===== config.mk =====
export PLATFORM = sky130hd
export DESIGN_NAME = nreg_file
export DESIGN_NICKNAME = d
export VERILOG_FILES = /design/src/rtl/nreg_file.sv
export SDC_FILE = /design/constraint.sdc
export NUM_CORES = 1
export LEC_CHECK = 0
export CAP_MARGIN = 20
export CORE_UTILIZATION = 51
export CTS_CLUSTER_SIZE = 24
export DETAILED_ROUTE_END_ITERATION = 8
export GPL_TIMING_DRIVEN = 1
export PLACE_DENSITY = 0.77
export SETUP_SLACK_MARGIN = 0.1
export SLEW_MARGIN = 15
export SYNTH_ARGS = -nofsm -noshare
export SYNTH_HDL_FRONTEND = slang
export SYNTH_SLANG_ARGS = --single-unit

===== constraint.sdc =====
create_clock -name clk -period 2.79 [get_ports clk]
set_input_delay 0.558 -clock clk [delete_from_list [all_inputs] [get_ports clk]]
set_output_delay 0.558 -clock clk [all_outputs]
set_load 0.02 [all_outputs]

===== src/rtl/nreg_file.sv =====
// Register file with one write port, two registered read ports and a sweeping clear.
// A clear request zeroes one entry per cycle in ascending order while io_busy is high.
module nreg_file #(
  parameter int WIDTH = 8,
  parameter int DEPTH = 4
) (
  input  logic                       clk,
  input  logic                       reset,
  input  logic                       io_wen,
  input  logic [$clog2(DEPTH)-1:0]   io_waddr,
  input  logic [WIDTH-1:0]           io_wdata,
  input  logic                       io_ren_0,
  input  logic                       io_ren_1,
  input  logic [$clog2(DEPTH)-1:0]   io_raddr_0,
  input  logic [$clog2(DEPTH)-1:0]   io_raddr_1,
  output logic [WIDTH-1:0]           io_rdata_0,
  output logic [WIDTH-1:0]           io_rdata_1,
  output logic                       io_rvalid_0,
  output logic                       io_rvalid_1,
  input  logic                       io_clear,
  output logic                       io_busy,
  output logic                       dbg_state_o
);

  localparam int AW = $clog2(DEPTH);
  localparam logic [AW-1:0] LAST_IDX = AW'(DEPTH - 1);

  typedef enum logic {
    ST_IDLE  = 1'b0,
    ST_CLEAR = 1'b1
  } state_t;

  // Handshake: there is no backpressure. A read request is accepted in any
  // IDLE cycle; its data appears with rvalid high on the following cycle only.
  state_t            state_q, state_d;
  logic [AW-1:0]     ptr_q, ptr_d;
  logic [WIDTH-1:0]  mem_q [DEPTH];
  logic [WIDTH-1:0]  rdata_0_q, rdata_0_d;
  logic [WIDTH-1:0]  rdata_1_q, rdata_1_d;
  logic              rvalid_0_q, rvalid_0_d;
  logic              rvalid_1_q, rvalid_1_d;

  logic              in_idle;
  logic              wr_fire;
  logic              byp_0;
  logic              byp_1;

  assign in_idle = (state_q == ST_IDLE);
  // Clear wins over a simultaneous write, so the write only fires without it.
  assign wr_fire = in_idle && io_wen && !io_clear;
  assign byp_0   = wr_fire && (io_waddr == io_raddr_0);
  assign byp_1   = wr_fire && (io_waddr == io_raddr_1);

  always_comb begin
    state_d    = state_q;
    ptr_d      = ptr_q;
    rdata_0_d  = rdata_0_q;
    rdata_1_d  = rdata_1_q;
    rvalid_0_d = 1'b0;
    rvalid_1_d = 1'b0;
    case (state_q)
      ST_IDLE: begin
        // Reads in the clear-accepting cycle still see pre-clear contents.
        if (io_ren_0) begin
          rvalid_0_d = 1'b1;
          rdata_0_d  = byp_0 ? io_wdata : mem_q[io_raddr_0];
        end
        if (io_ren_1) begin
          rvalid_1_d = 1'b1;
          rdata_1_d  = byp_1 ? io_wdata : mem_q[io_raddr_1];
        end
        if (io_clear) begin
          state_d = ST_CLEAR;
          ptr_d   = '0;
        end
      end
      ST_CLEAR: begin
        if (ptr_q == LAST_IDX) begin
          state_d = ST_IDLE;
          ptr_d   = '0;
        end else begin
          ptr_d = ptr_q + AW'(1);
        end
      end
      default: begin
        state_d = ST_IDLE;
        ptr_d   = '0;
      end
    endcase
  end

  always_ff @(posedge clk) begin
    if (reset) begin
      state_q    <= ST_IDLE;
      ptr_q      <= '0;
      rdata_0_q  <= '0;
      rdata_1_q  <= '0;
      rvalid_0_q <= 1'b0;
      rvalid_1_q <= 1'b0;
      for (int i = 0; i < DEPTH; i++) begin
        mem_q[i] <= '0;
      end
    end else begin
      state_q    <= state_d;
      ptr_q      <= ptr_d;
      rdata_0_q  <= rdata_0_d;
      rdata_1_q  <= rdata_1_d;
      rvalid_0_q <= rvalid_0_d;
      rvalid_1_q <= rvalid_1_d;
      if (wr_fire) begin
        mem_q[io_waddr] <= io_wdata;
      end
      if (state_q == ST_CLEAR) begin
        mem_q[ptr_q] <= '0;
      end
    end
  end

  assign io_rdata_0  = rdata_0_q;
  assign io_rdata_1  = rdata_1_q;
  assign io_rvalid_0 = rvalid_0_q;
  assign io_rvalid_1 = rvalid_1_q;
  assign io_busy     = (state_q == ST_CLEAR);
  assign dbg_state_o = state_q;

endmodule


**Yosys cells after proc, flatten, opt, wreduce, memory -nomap -nowiden**

Memories as Yosys holds them, arrays and structs flattened. A register that Yosys moved wholly into a read port is not among the register bits.
Index checks and enable logic that the tools add are counted.

- Register bits after elaboration: 5
- Bits in latches: 0
- Memory bits (writable): 32
- ROM bits: 0
- Bits of input ports: 20
- Output and inout bits: 20
- Logic and storage cells: 39
- Memories: 1

Memory list:

| name | words | width | read ports | clocked after Yosys merged registers in | write ports | RTL line | source |
|---|---|---|---|---|---|---|---|
| mem_q | 4 | 8 | 2 | 2 | 4 | 37 | `logic [WIDTH-1:0] mem_q [DEPTH];` |

- Add/subtract/negate cells: 1
- $mul: 0
- Div/mod/pow operators: 0
- $lt $le $gt $ge: 0
- Eq/ne operators: 2
- Shift operators: 0
- Muxes and demuxes: 22
- Bitwise logic cells: 1
- Reductions and logical operators: 8

Operators with widths:

| cell | count |
|---|---|
| 8-bit two-way mux | 2 |
| 8-bit OR reduction | 2 |
| 1-bit two-way mux | 14 |
| 2-bit two-way mux | 4 |
| 2-bit one-hot mux with 2 select lines | 1 |
| 2-bit AND reduction | 2 |
| 2-bit by 1-bit adder with 2-bit output, second input constant | 1 |
| 2-bit equality test, second input constant | 1 |
| 1-bit logical AND | 2 |
| 2-bit inequality test, second input constant | 1 |
| 1-bit one-hot mux with 2 select lines | 1 |
| 2-bit OR reduction | 1 |
| 1-bit logical NOT | 1 |
| 1-bit inverter | 1 |

**Depth between registers and ports, before layout**

- Word-level depth: 9
- Mapped depth: 7
- Gate-level depth less buffers: 5

**Least setup slack after synthesis**

OpenSTA, ideal clock, no wires.

- Path type: input -> register
- Start: input io_waddr[0]
- End: memory mem_q[2][0], enable pin
- Setup time: 334 ps
- Data arrival time: 1,906 ps
- Required time: 2,456 ps
- Setup slack: 549 ps
- Stages on the path: 5
- Path buffers: 1
- Path through: or4b_2 a21oi_1 nand2b_1 clkbuf_1 nand2b_1

RTL lines:

| element | RTL line | source |
|---|---|---|
| from (decl) | 10 | `input logic [$clog2(DEPTH)-1:0] io_waddr,` |
| to (decl) | 37 |  |

==> summary.txt <==
Hold path
  • Hold endpoint: io_rdata_0[4]
  • Hold Path Class: reg -> reg
  • HP Start: io_rdata_0[4]
  • Number of cells on the worst hold path: 2

Timing
  • Fin crit period: 2.40 ns
  • Pins Over Slew Limit: 0
  • RSZ-0062 raised after global routing: no
  • Setup ws final: 0.394 ns
  • Fin Setup TNS: 0 ns
  • F_max: 0.417 GHz
  • Final Skew: 0.00682 ns
  • Final hold slack: 0.518 ns
  • Final Hold Fails: 0
  • Slew @ Worst Pin: 0.706 ns
  • Fin crit share: 85.9%
  • Max transition margin: 52.8%
  • Final setup vio count: 0

Power
  • Int Pwr: 1.32 mW
  • Switching share of power: 25.4%
  • Power, Total: 1.77 mW
  • Logic gate share of total power: 19.5%
  • Leak: 1.28 nW
  • Worst VDD drop: 349 uV
  • Pwr Density: 519 mW/mm^2
  • Net Sw Power: 0.449 mW
  • Sequential fraction of design power: 51.4%
  • Clock Power Share: 29.1%

Run status
  • Status: finished, final reports clean

Cells and area
  • Fin area: 0.00341 sq mm
  • Filler Cell Count: 406
  • Layout cells sized above 1: 16.6%
  • Final nets: 322
  • Antenna Cells: 0
  • P&R area growth vs syn: 22.7%
  • Area of the multi-input gates: 0.00129 sq mm
  • Reg area: 0.00138 sq mm

Global routing
  • Total track usage: 21.2%
  • First-pass GRT wire length: 9040 um
  • Gr ovfl total: 0
  • Largest net degree at the start of global routing: 35
  • Initial antenna violation count: 0
  • Vias in the first global route: 1826

CTS
  • Clock Sink Count: 53
  • Post-CTS Setup Bufs: 0
  • Clk pin slew, worst setup/hold paths: 0.09 ns
  • Number of CTS-inserted buffers: 5
  • Clock Tree Buf Depth: 2
  • H-tree Lvls: 2
  • Hold-fix buffers, CTS: 0
  • Clock Latency Late Sink: 0.30 ns
  • CTS tree: yes
  • CTS resizes: 0
  • Clock root buffer: clkbuf_8

Worst setup path
  • Critical path arrival: 2.36 ns
  • Reg2Reg Launch Point: dbg_state_o
  • WP data required: 2.76 ns
  • Crit end category: flop
  • CP Launch Type: input port
  • CP max FO: 8
  • CP Class: in -> reg
  • R2R setup slack: 0.76 ns
  • Reg2reg end: mem_q[2][4]
  • Reg2Reg Depth: 4

Synth
  • Syn Area/Cell: 10.8 sq um
  • Top cells by count, synth: edfxtp_1, nor2_1, nand2_1, dfxtp_1, nand3_1
  • Library cells used by synthesis: 31
  • Syn_nets: 278
  • Yosys reg bits: 53
  • Post-synth EDFFs: 32
  • Cell taking the most area after synthesis: edfxtp_1
  • Async SR Flop Fraction: 0%
  • Sequential area share after synthesis: 49.7%
  • Yosys top cell area share: 34.5%
  • Ys flop type: edfxtp_1
  • Cell count after synthesis: 257
  • Mapped cell area: 0.00278 sq mm
  • Top post-synthesis cells by area: edfxtp_1, dfxtp_1, mux4_2, nor2_1, o21bai_1
  • Yosys Warn Count: 0

Die
  • Die area: 0.00575 sq mm
  • Core box area: 0.00517 sq mm
  • Starting density of the core: 53.8%
  • Die width: 75.9 um
  • Die height: 75.9 um
  • Row Count: 26
  • I/O pin total: 40

Placement
  • Pre-CTS WS: 0.0735 ns
  • Post-DP HPWL: 4310 um
  • Area post-placement: 0.00330 sq mm
  • RePlAce Congestion: 0.807
  • IO Port Bufs: 39

Routing
  • DR vias/cell: 5.62
  • DR WL/cell: 15.3 um
  • Vias: 2089
  • Antenna viol nets, final: 0
  • DRT Wirelength: 5690 um
  • DRC: 0
  • 1st-iter DRT viols: 158
  • Drt pass-1 iters: 4

Job
  • Max-cap check violation count: 0
## stage by stage
stage,utilization [%],std cells
3_5_place_dp,63.8,364
3_3_place_gp,63.8,364
4_1_cts,66.0,372
2_1_floorplan,-,257
5_1_grt,66.0,372
6_report,66.0,372
## per-layer routing
layer | vias to the layer above | GRT usage (%) | share of wire [%]
met5 | - | 0 | 0
met4 | 0 | 3.09 | 0.39
met3 | 2 | 3.17 | 3.7
met2 | 48 | 33.3 | 46
met1 | 1007 | 32.0 | 50
li1 | 1032 | - | -
## layout by cell type, fill, tap and decap left out, types with 2 or more instances in the layout
master           Yosys  routed
a21oi_1              7       7
a31oi_1             16      16
and3_4               2       2
buf_4                1      16
clkbuf_8             0       5
clkdlybuf4s50_1      0      39
dfxtp_1             21      21
edfxtp_1            32      32
inv_1                8       8
mux4_2              16      16
nand2_1             31      31
nand2b_1             8       8
nand3_1             18      18
nor2_1              32      32
nor2b_1              5       5
o211a_1              2       2
o211ai_1             2       2
o21ai_0              4       4
o21bai_1            16      16
o32ai_4              2       2
or2_2                4       4
or3_1                4       4
## power by group through the flow
| stage | Combinational [mW] | Clock, mW | Sequential (mW) |
|---|---|---|---|
| after floorplan | 0.186 | 0 | 0.950 |
| after global placement | 0.339 | 0 | 0.926 |
| after detailed placement | 0.344 | 0 | 0.929 |
| after CTS | 0.345 | 0.524 | 0.911 |
| after global routing | 0.377 | 0.559 | 0.918 |
| final | 0.345 | 0.515 | 0.911 |
## kinds of logic (layout without fill, tap and decap cells)
| logic type | after synthesis | after routing | share of synthesized area [%] |
|---|---|---|---|
| buffers and inverters | 26 | 71 | 3.87 |
| flip-flops | 53 | 53 | 49.7 |
| multiplexers | 16 | 16 | 13.0 |
| adder cells (fa/ha/maj) | 1 | 1 | 0.450 |
| AND/OR/NAND/NOR | 111 | 111 | 19.7 |
| AO/OA/AOI/OAI | 50 | 50 | 13.4 |
## registers in the layout, summed over array words and instances (netlist names)
register and cells:
io_rvalid_0 1, io_rvalid_1 1, ptr_q 2, mem_q 32, io_rdata_1 8, dbg_state_o 1
io_rdata_0 8
## area by class of cell
class                           count  share of cell area [%]
Clock inverter                      2                    1.14
Tap cell                           70                    2.57
Sequential cell                    53                    40.5
Multi-Input combinational cell    178                    37.9
Clock buffer                        6                    2.13
Timing Repair Buffer               55                    15.0
Inverter                            8                   0.880
## critical path, stage by stage
cell	delay (ns)
clkdlybuf4s50_1	0.46
or4b_2	0.64
a21oi_1	0.28
nand2b_1	0.12
nand2b_1	0.30
## worst max-delay path by stage
stage                              to         from  cells past startpoint
after floorplan           mem_q[2][0]  io_waddr[0]                      5
after global placement    mem_q[0][0]  io_waddr[0]                      5
after detailed placement  mem_q[2][1]  io_waddr[0]                      5
after CTS                 mem_q[2][0]  io_waddr[0]                      5
after global routing      mem_q[2][3]  io_waddr[0]                      5
final                     mem_q[2][4]  io_waddr[0]                      5
Power figures use the tool's default switching activity.
